### config.mk
export PLATFORM = sky130hd
export DESIGN_NAME = imm_enc
export DESIGN_NICKNAME = d
export VERILOG_FILES = /design/src/rtl/imm_enc.sv
export SDC_FILE = /design/constraint.sdc
export NUM_CORES = 1
export LEC_CHECK = 0
export CAP_MARGIN = 25
export CORE_MARGIN = 4
export CORE_UTILIZATION = 38
export CTS_BUF_LIST = sky130_fd_sc_hd__clkbuf_2
export CTS_CLUSTER_SIZE = 16
export DETAILED_ROUTE_END_ITERATION = 8
export PLACE_DENSITY = 0.71
export SLEW_MARGIN = 25
export SYNTH_ARGS = -nofsm -noshare
export SYNTH_HDL_FRONTEND = slang
export SYNTH_SLANG_ARGS = --single-unit
export TNS_END_PERCENT = 50
### constraint.sdc
create_clock -name clk -period 6 [get_ports clk]
set_input_delay 0.9 -clock clk [delete_from_list [all_inputs] [get_ports clk]]
set_output_delay 0.9 -clock clk [all_outputs]
set_load 0.05 [all_outputs]
### src/rtl/imm_enc.sv
// imm_enc: range-checks an immediate and scatters it into RV64 instruction fields; expands LI into LUI+ADDIW.
module imm_enc (
  input  logic        clk,
  input  logic        rst,
  input  logic        in_valid,
  output logic        in_ready,
  input  logic [2:0]  in_func,
  input  logic [63:0] in_imm,
  input  logic [31:0] in_base,
  input  logic [4:0]  in_rd,
  output logic        out_valid,
  input  logic        out_ready,
  output logic [31:0] out_inst,
  output logic        out_err,
  output logic        out_last
);
  typedef enum logic [1:0] {IDLE, ONE, LI_HI, LI_LO} state_t;
  state_t state, state_n;
  logic [31:0] enc_inst, enc_lo, pend, ie, hi_sum;
  logic enc_err, is_li, accept, fits12, fits13, fits21, fits32;
  assign is_li  = in_func == 3'b110;
  assign fits12 = &in_imm[63:11] || ~|in_imm[63:11];
  assign fits13 = &in_imm[63:12] || ~|in_imm[63:12];
  assign fits21 = &in_imm[63:20] || ~|in_imm[63:20];
  assign fits32 = &in_imm[63:31] || ~|in_imm[63:31];
  always_comb begin
    case (in_func)
      3'b001, 3'b101: enc_err = !fits12;
      3'b011:         enc_err = !fits13 || in_imm[0];
      3'b100:         enc_err = !fits21 || in_imm[0];
      3'b010:         enc_err = !fits32 || |in_imm[11:0];
      3'b110:         enc_err = !fits32;
      default:        enc_err = 1'b0;
    endcase
  end
  // a rejected immediate is zeroed, so every format clears its fields with the same expression
  assign ie     = enc_err ? 32'h0 : in_imm[31:0];
  assign hi_sum = ie + 32'h800;
  assign enc_lo = {ie[11:0], in_rd, 3'b000, in_rd, 7'b0011011};
  always_comb begin
    case (in_func)
      3'b001:  enc_inst = {ie[11:0], in_base[19:0]};
      3'b101:  enc_inst = {ie[11:5], in_base[24:12], ie[4:0], in_base[6:0]};
      3'b011:  enc_inst = {ie[12], ie[10:5], in_base[24:12], ie[4:1], ie[11], in_base[6:0]};
      3'b010:  enc_inst = {ie[31:12], in_base[11:0]};
      3'b100:  enc_inst = {ie[20], ie[10:1], ie[11], ie[19:12], in_base[11:0]};
      3'b110:  enc_inst = {hi_sum[31:12], in_rd, 7'b0110111};
      default: enc_inst = in_base;
    endcase
  end
  always_ff @(posedge clk)
    if (rst) state <= IDLE;
    else     state <= state_n;
  always_comb
    state_n = accept ? (is_li ? LI_HI : ONE) :
              (state == LI_HI && out_ready) ? LI_LO :
              (out_valid && out_ready) ? IDLE : state;
  always_comb begin
    out_valid = state != IDLE;
    in_ready  = state == IDLE || ((state == ONE || state == LI_LO) && out_ready);
    accept    = in_valid && in_ready;
  end
  always_ff @(posedge clk) begin
    if (rst) begin
      out_inst <= '0;
      out_err  <= 1'b0;
      out_last <= 1'b0;
      pend     <= '0;
    end else if (accept) begin
      out_inst <= enc_inst;
      out_err  <= enc_err;
      out_last <= !is_li;
      pend     <= enc_lo;
    end else if (state == LI_HI && out_ready) begin
      out_inst <= pend;
      out_last <= 1'b1;
    end else if (out_valid && out_ready) begin
      out_inst <= '0;
      out_err  <= 1'b0;
      out_last <= 1'b0;
    end
  end
endmodule
======== Word level (Yosys, flattened, before mapping) ========
Index checks and enable logic that the tools add are counted.
storage, ports and cells
  logic and storage cells ................. 68
  output and inout port bits .............. 36
  bits in registers ....................... 62
  input port bits ......................... 108
operators by class
  equal/unequal tests ..................... 10
  $add $sub $neg .......................... 1
  mux-type cells .......................... 15
  reductions and logical operators ........ 37
operators with widths
  cell                    count
  $pmux 32 s6             1
  $mux 32                 4
  $reduce_and 53->1       1
  $reduce_or 53->1        1
  $reduce_and 52->1       1
  $reduce_or 52->1        1
  $reduce_and 44->1       1
  $reduce_or 44->1        1
  $reduce_and 33->1       1
  $reduce_or 33->1        1
  $add 32x12->32 const B  1
  $reduce_or 12->1        1
  $eq 3x3->1 const B      3
  $logic_not 1->1         9
  $logic_or 1x1->1        9
  $mux 2                  4
  $eq 3x2->1 const B      2
  $mux 1                  5
  $pmux 1 s5              1
  $eq 2x2->1 const B      2
  $logic_and 1x1->1       4
  $reduce_bool 2->1       2
  $eq 3x1->1 const B      1
  $reduce_bool 3->1       1
  5 further kinds         5

======== Logic depth before layout (Yosys ltp) ========
  word-level depth ........................ 10
  mapped depth ............................ 17
  depth with buffers taken out ............ 16

======== Least setup slack after synthesis ========
No wires, ideal clock.
  path type ............................... input -> register
  from .................................... in in_imm[53]
  to ...................................... reg out_inst[21]
  required time ........................... 5.914 ns
  stages .................................. 16
  library setup time ...................... 0.086 ns
  buffers on the path ..................... 1
  arrival ................................. 4.359 ns
  setup slack ............................. 1.555 ns
  cells stage by stage .................... nor4_1 nand2_1 or4_4 o311ai_2 a221oi_1 a211oi_4 buf_2 and2_1 ha_1 nand2_1 nor2_1 nand3_1 or3_1 a311oi_1 o21ai_1 a221oi_2
on the way
  cells in the longest elaborated chain, start to end .. 10
  elaborated cells on any way between the ends .. 28
  classes of those cells .................. 1 x add/sub; 4 x mux; 23 x reduce/logical
RTL lines
  element                                         line        RTL
  start: declaration                              8           input logic [63:0] in_imm,
  $reduce_or 52->1, or another cell as far along  23          assign fits13 = &in_imm[63:12] || ~|in_imm[63:12];
  $logic_not 1->1 (on tied branches)              23, 24, 25
  $logic_or 1x1->1 (on tied branches)             23, 24, 25
  $logic_not 1->1 (on tied branches)              --
  $logic_or 1x1->1 (on tied branches)             29, 30, 31
  $pmux 1 s5 (*)                                  27          case (in_func)
  $mux 32 (*)                                     37          assign ie = enc_err ? 32'h0 : in_imm[31:0];
  $add 32x12->32                                  38          assign hi_sum = ie + 32'h800;
  $pmux 32 s6 (*)                                 41          case (in_func)
  $mux 32 (*)                                     69          end else if (accept) begin
  end signal: assignment                          70          out_inst <= enc_inst;
  end signal: assignment                          75          out_inst <= pend;
  end: declaration                                13          output logic [31:0] out_inst,
Mark *: on every way between the ends. The rest lies on a longest branch, timed or not.
A chain may end at the register's enable or synchronous reset.

======== Final worst setup path ========
  from .................................... in in_imm[31]
  to ...................................... reg out_inst[21]
The elaborated chain is that of the path after synthesis.

==> results.tsv <==
stage	metric	value	unit
status	outcome	finished, final reports clean	
yosys	most frequently used flop master after synthesis	sky130_fd_sc_hd__dfxtp_1	
timing	slew at the pin closest to its max-slew limit	1010	ps
finish	end-of-flow core utilization	56.1	%
min_path	kind of path behind the tightest hold check	reg -> reg	
worst_setup_path	Cell Chain, Critical Path	clkdlybuf4s50_1, nor4_1, nand2_1, or4_4, o311ai_2, a221oi_1, a211oi_4, and2_1, ha_1, nand2_1, nor2_1, nand3_1, or3_1, a311oi_1, o21ai_1, a221oi_2	
global_routing	wire length of the first global-routing pass	22600	µm
yosys	YS warnings	0	
power_and_ir_drop	Power Dens Cells	178	nW/µm²
yosys	Synth Cell Area	3620	µm²
worst_setup_path	delay-heaviest family, CP	simple AND/OR/NAND/NOR gates	
yosys	cell type contributing the most total cell area after synthesis	sky130_fd_sc_hd__dfxtp_1	
yosys	share of async-settable or async-resettable flops after synthesis	0	%
cts	cell at the root of the clock tree	sky130_fd_sc_hd__clkbuf_2	
yosys	Synth top cells by count	sky130_fd_sc_hd__nand2_1, sky130_fd_sc_hd__a21oi_1, sky130_fd_sc_hd__dfxtp_1, sky130_fd_sc_hd__nor2_1, sky130_fd_sc_hd__o21ai_0	
cts	clock latency on the worst-skew pair	480	ps
die	starting density of the core	39.1	%
worst_setup_path	Crit Path Class	in -> reg	
yosys	portion of synthesized cell area occupied by the leading cell type	29.3	%
placed_design	post-detailed-placement half-perimeter wirelength	10500	µm
power_and_ir_drop	share of total power in combinational logic	40.6	%
global_routing	maximum number of pins on one net before global-route repair	54	
flow_run	number of violations of the max-capacitance limit	0	
power_and_ir_drop	fraction of power consumed by sequential logic	42.8	%
global_routing	number of global-route vias before repair	4534	
yosys	count of flip-flops with a built-in enable after synthesis	0	
cts	Post-CTS Resized	0	
worst_setup_path	cell at the slowest stage of the critical path	sky130_fd_sc_hd__or4_4	
cts	CTS HTree Levels	2	
cts	post-CTS setup repair buffer count	0	
worst_setup_path	kind of start point of the critical path	input port	
yosys	Post-Synthesis Net Count	613	
worst_setup_path	worst path required time	6430	ps
timing	final setup skew	26.9	ps
min_path	hold path depth	2	
route	aggregate routed wire length	14200	µm
placed_design	worst setup timing slack at the placement stage	724	ps
cts	clock sink total	53	
yosys	top cells by area, synth	sky130_fd_sc_hd__dfxtp_1, sky130_fd_sc_hd__a21oi_1, sky130_fd_sc_hd__nand2_1	
finish	share of cells above drive strength 1	5.09	%
timing	total negative setup slack	0	ps
worst_setup_path	r2r worst-path depth	7	
cts	hold buffer count at CTS	0	
yosys	number of distinct library cells after synthesis	52	
min_path	hold-critical path endpoint	out_inst[2]	
power_and_ir_drop	maximum vdd ir drop	0.0965	mV
placed_design	Port Buffer Count	143	
placed_design	global placer's final weighted congestion	0.909	
finish	Synth-to-Final Area Change	43.3	%
finish	fillcell total	878	
worst_setup_path	Register-to-Register Setup Slack	3560	ps
power_and_ir_drop	leakage power	0.00172	µW
route	DRC viols	0	
yosys	mean instance size in the synthesized netlist	7.18	µm²
power_and_ir_drop	net switching power	361	µW
die	top-level I/O count	144	
global_routing	initial antenna violation count	0	
timing	relative slew slack	32.3	%
finish	Antenna Cells	0	
timing	period utilisation layout	79.8	%
route	DR iter-0 viols	457	
worst_setup_path	Worst R2R Start	state[1]	
min_path	worst min-delay path startpoint	out_inst[2]	
power_and_ir_drop	share of total power in the clock network	16.6	%
yosys	synthesized netlist cell count	504	
yosys	most used standard cell by instance count after synthesis	sky130_fd_sc_hd__nand2_1	
finish	nets	737	
global_routing	combined global-route utilization of all metal layers	24.7	%
route	remaining antenna violation count after routing	0	
cts	maximum buffer depth of the clock tree	2	
placed_design	number of placed instances with taps included	750	
timing	count of endpoints failing hold in the final timing report	0	
timing	maximum clock frequency	209	MHz
yosys	part of the Yosys area used for sequential elements	29.3	%
route	vias	4575	
global_routing	residual overflow from global routing	0	
route	count of TritonRoute iterations in the first routing pass	6	
worst_setup_path	data arrival time at the worst-slack endpoint	5220	ps
route	ratio of routed vias to standard cells	6.04	
worst_setup_path	Crit Path Max Fanout	10	
die	area of the core	9240	µm²
power_and_ir_drop	net switching share of the total power	39.2	%
die	horizontal die dimension	106	µm
power_and_ir_drop	P_int	560	µW
die	row cnt	35	
yosys	FF+latch count, synth	53	
worst_setup_path	worst path bufs/invs	1	
die	die boundary height	106	µm
timing	shortest clock period the worst path allows after layout	4790	ps
finish	post-layout instance count excluding filler cells	758	
route	routed wire length per instance	18.7	µm
cts	TritonCTS clock tree	built	
worst_setup_path	crit end category	flip-flop	
timing	worst setup margin	1210	ps
worst_setup_path	delay of the slowest cell on the worst path	550	ps
timing	number of pins exceeding their max-slew limit in the final report	0	
cts	Worst-path clk slew	300	ps
cts	number of CTS-inserted buffers	5	
timing	# setup viols final	0	
die	floorplan die area	11100	µm²
worst_setup_path	critical path's most frequent cell	sky130_fd_sc_hd__nand2_1	
timing	setup repair after global routing missed its margin	no	
worst_setup_path	reg-to-reg critical path endpoint	out_inst[8]	
cells by family after synthesis:
family                   synth area share (%)
AO/OA/AOI/OAI                            32.0
XOR/XNOR                                 3.15
adder cells (fa/ha/maj)                 0.623
buffers and inverters                    4.43
flip-flops                               29.3
multiplexers                             2.08
AND/OR/NAND/NOR                          28.4
power by group through the flow:
stage,Sequential (µW),Clock [µW],Combinational (µW)
floorplan,459,0,141
global placement,399,0,366
detailed placement,400,0,369
CTS,394,157,371
global route,397,170,399
finish,394,153,374
state kept, by name, summed over array words and instances (netlist names):
name and cells:
out_err 1, out_inst 32, pend 18, state 2
final cells by class:
type / instances / area [µm²] / area share [%]
Multi-Input combinational cell: 411 / 2400 / 46.4
Inverter: 6 / 22.5 / 0.434
Clock inverter: 3 / 22.5 / 0.434
Clock buffer: 5 / 25.0 / 0.483
Sequential cell: 53 / 1060 / 20.5
Tap cell: 129 / 161 / 3.11
Timing Repair Buffer: 151 / 1490 / 28.7
worst max path at each step:
stage / start / to / slack, ps / depth (start not counted)
6_report: in_imm[31] / out_inst[21] / 1210 / 16
3_5_place_dp: in_imm[31] / out_inst[25] / 720 / 17
5_1_grt: in_imm[31] / out_inst[29] / 880 / 17
4_1_cts: in_imm[31] / out_inst[25] / 1260 / 17
2_1_floorplan: in_imm[53] / out_inst[21] / 1560 / 16
3_3_place_gp: in_imm[31] / out_inst[25] / 870 / 17
layout by cell type (no fill, tap or decap), drive strengths merged, types with 2 or more instances in the layout:
cell	netlist	final
buf	4	9
clkbuf	30	5
a31oi	2	2
clkdlybuf4s50	0	142
nand3	36	36
a22o	3	3
a211o	2	2
nor3	14	14
o2bb2ai	2	2
nor2	39	39
mux2	4	4
mux2i	3	3
o211ai	4	4
xor2	12	12
clkinvlp	0	3
nand4	14	14
a221oi	16	16
o21ai	38	38
dfxtp	53	53
and3	7	7
a22oi	16	16
a21oi	56	56
o31ai	3	3
a222oi	6	6
nand2	68	68
nor4	22	22
a311oi	2	2
a21boi	4	4
o22ai	7	7
inv	6	6
nand2b	3	3
and2	4	4
a211oi	9	9
tightest hold or removal path, stage by stage (launching register included):
cell and delay, ps:
sky130_fd_sc_hd__dfxtp_1 380, sky130_fd_sc_hd__nand2_1 50, sky130_fd_sc_hd__a21oi_1 50
through the flow:
| stage | total power (µW) | cell area (µm²) | hold slack [ps] |
|---|---|---|---|
| floorplan | 600 | 3620 | 432 |
| global placement | 765 | 5130 | 439 |
| detailed placement | 769 | 5130 | 450 |
| CTS | 921 | 5180 | 477 |
| global route | 966 | 5180 | 497 |
| finish | 921 | 5180 | 473 |
per-layer routing:
layer	vias to the layer above	share of wire [%]	GRT usage, %
met5	-	0	0
met4	0	2.1	8.51
met3	25	7.7	3.43
met2	250	49	42.4
met1	2131	41	31.8
li1	2169	-	-
No activity file was read; power rests on OpenSTA's default activity.
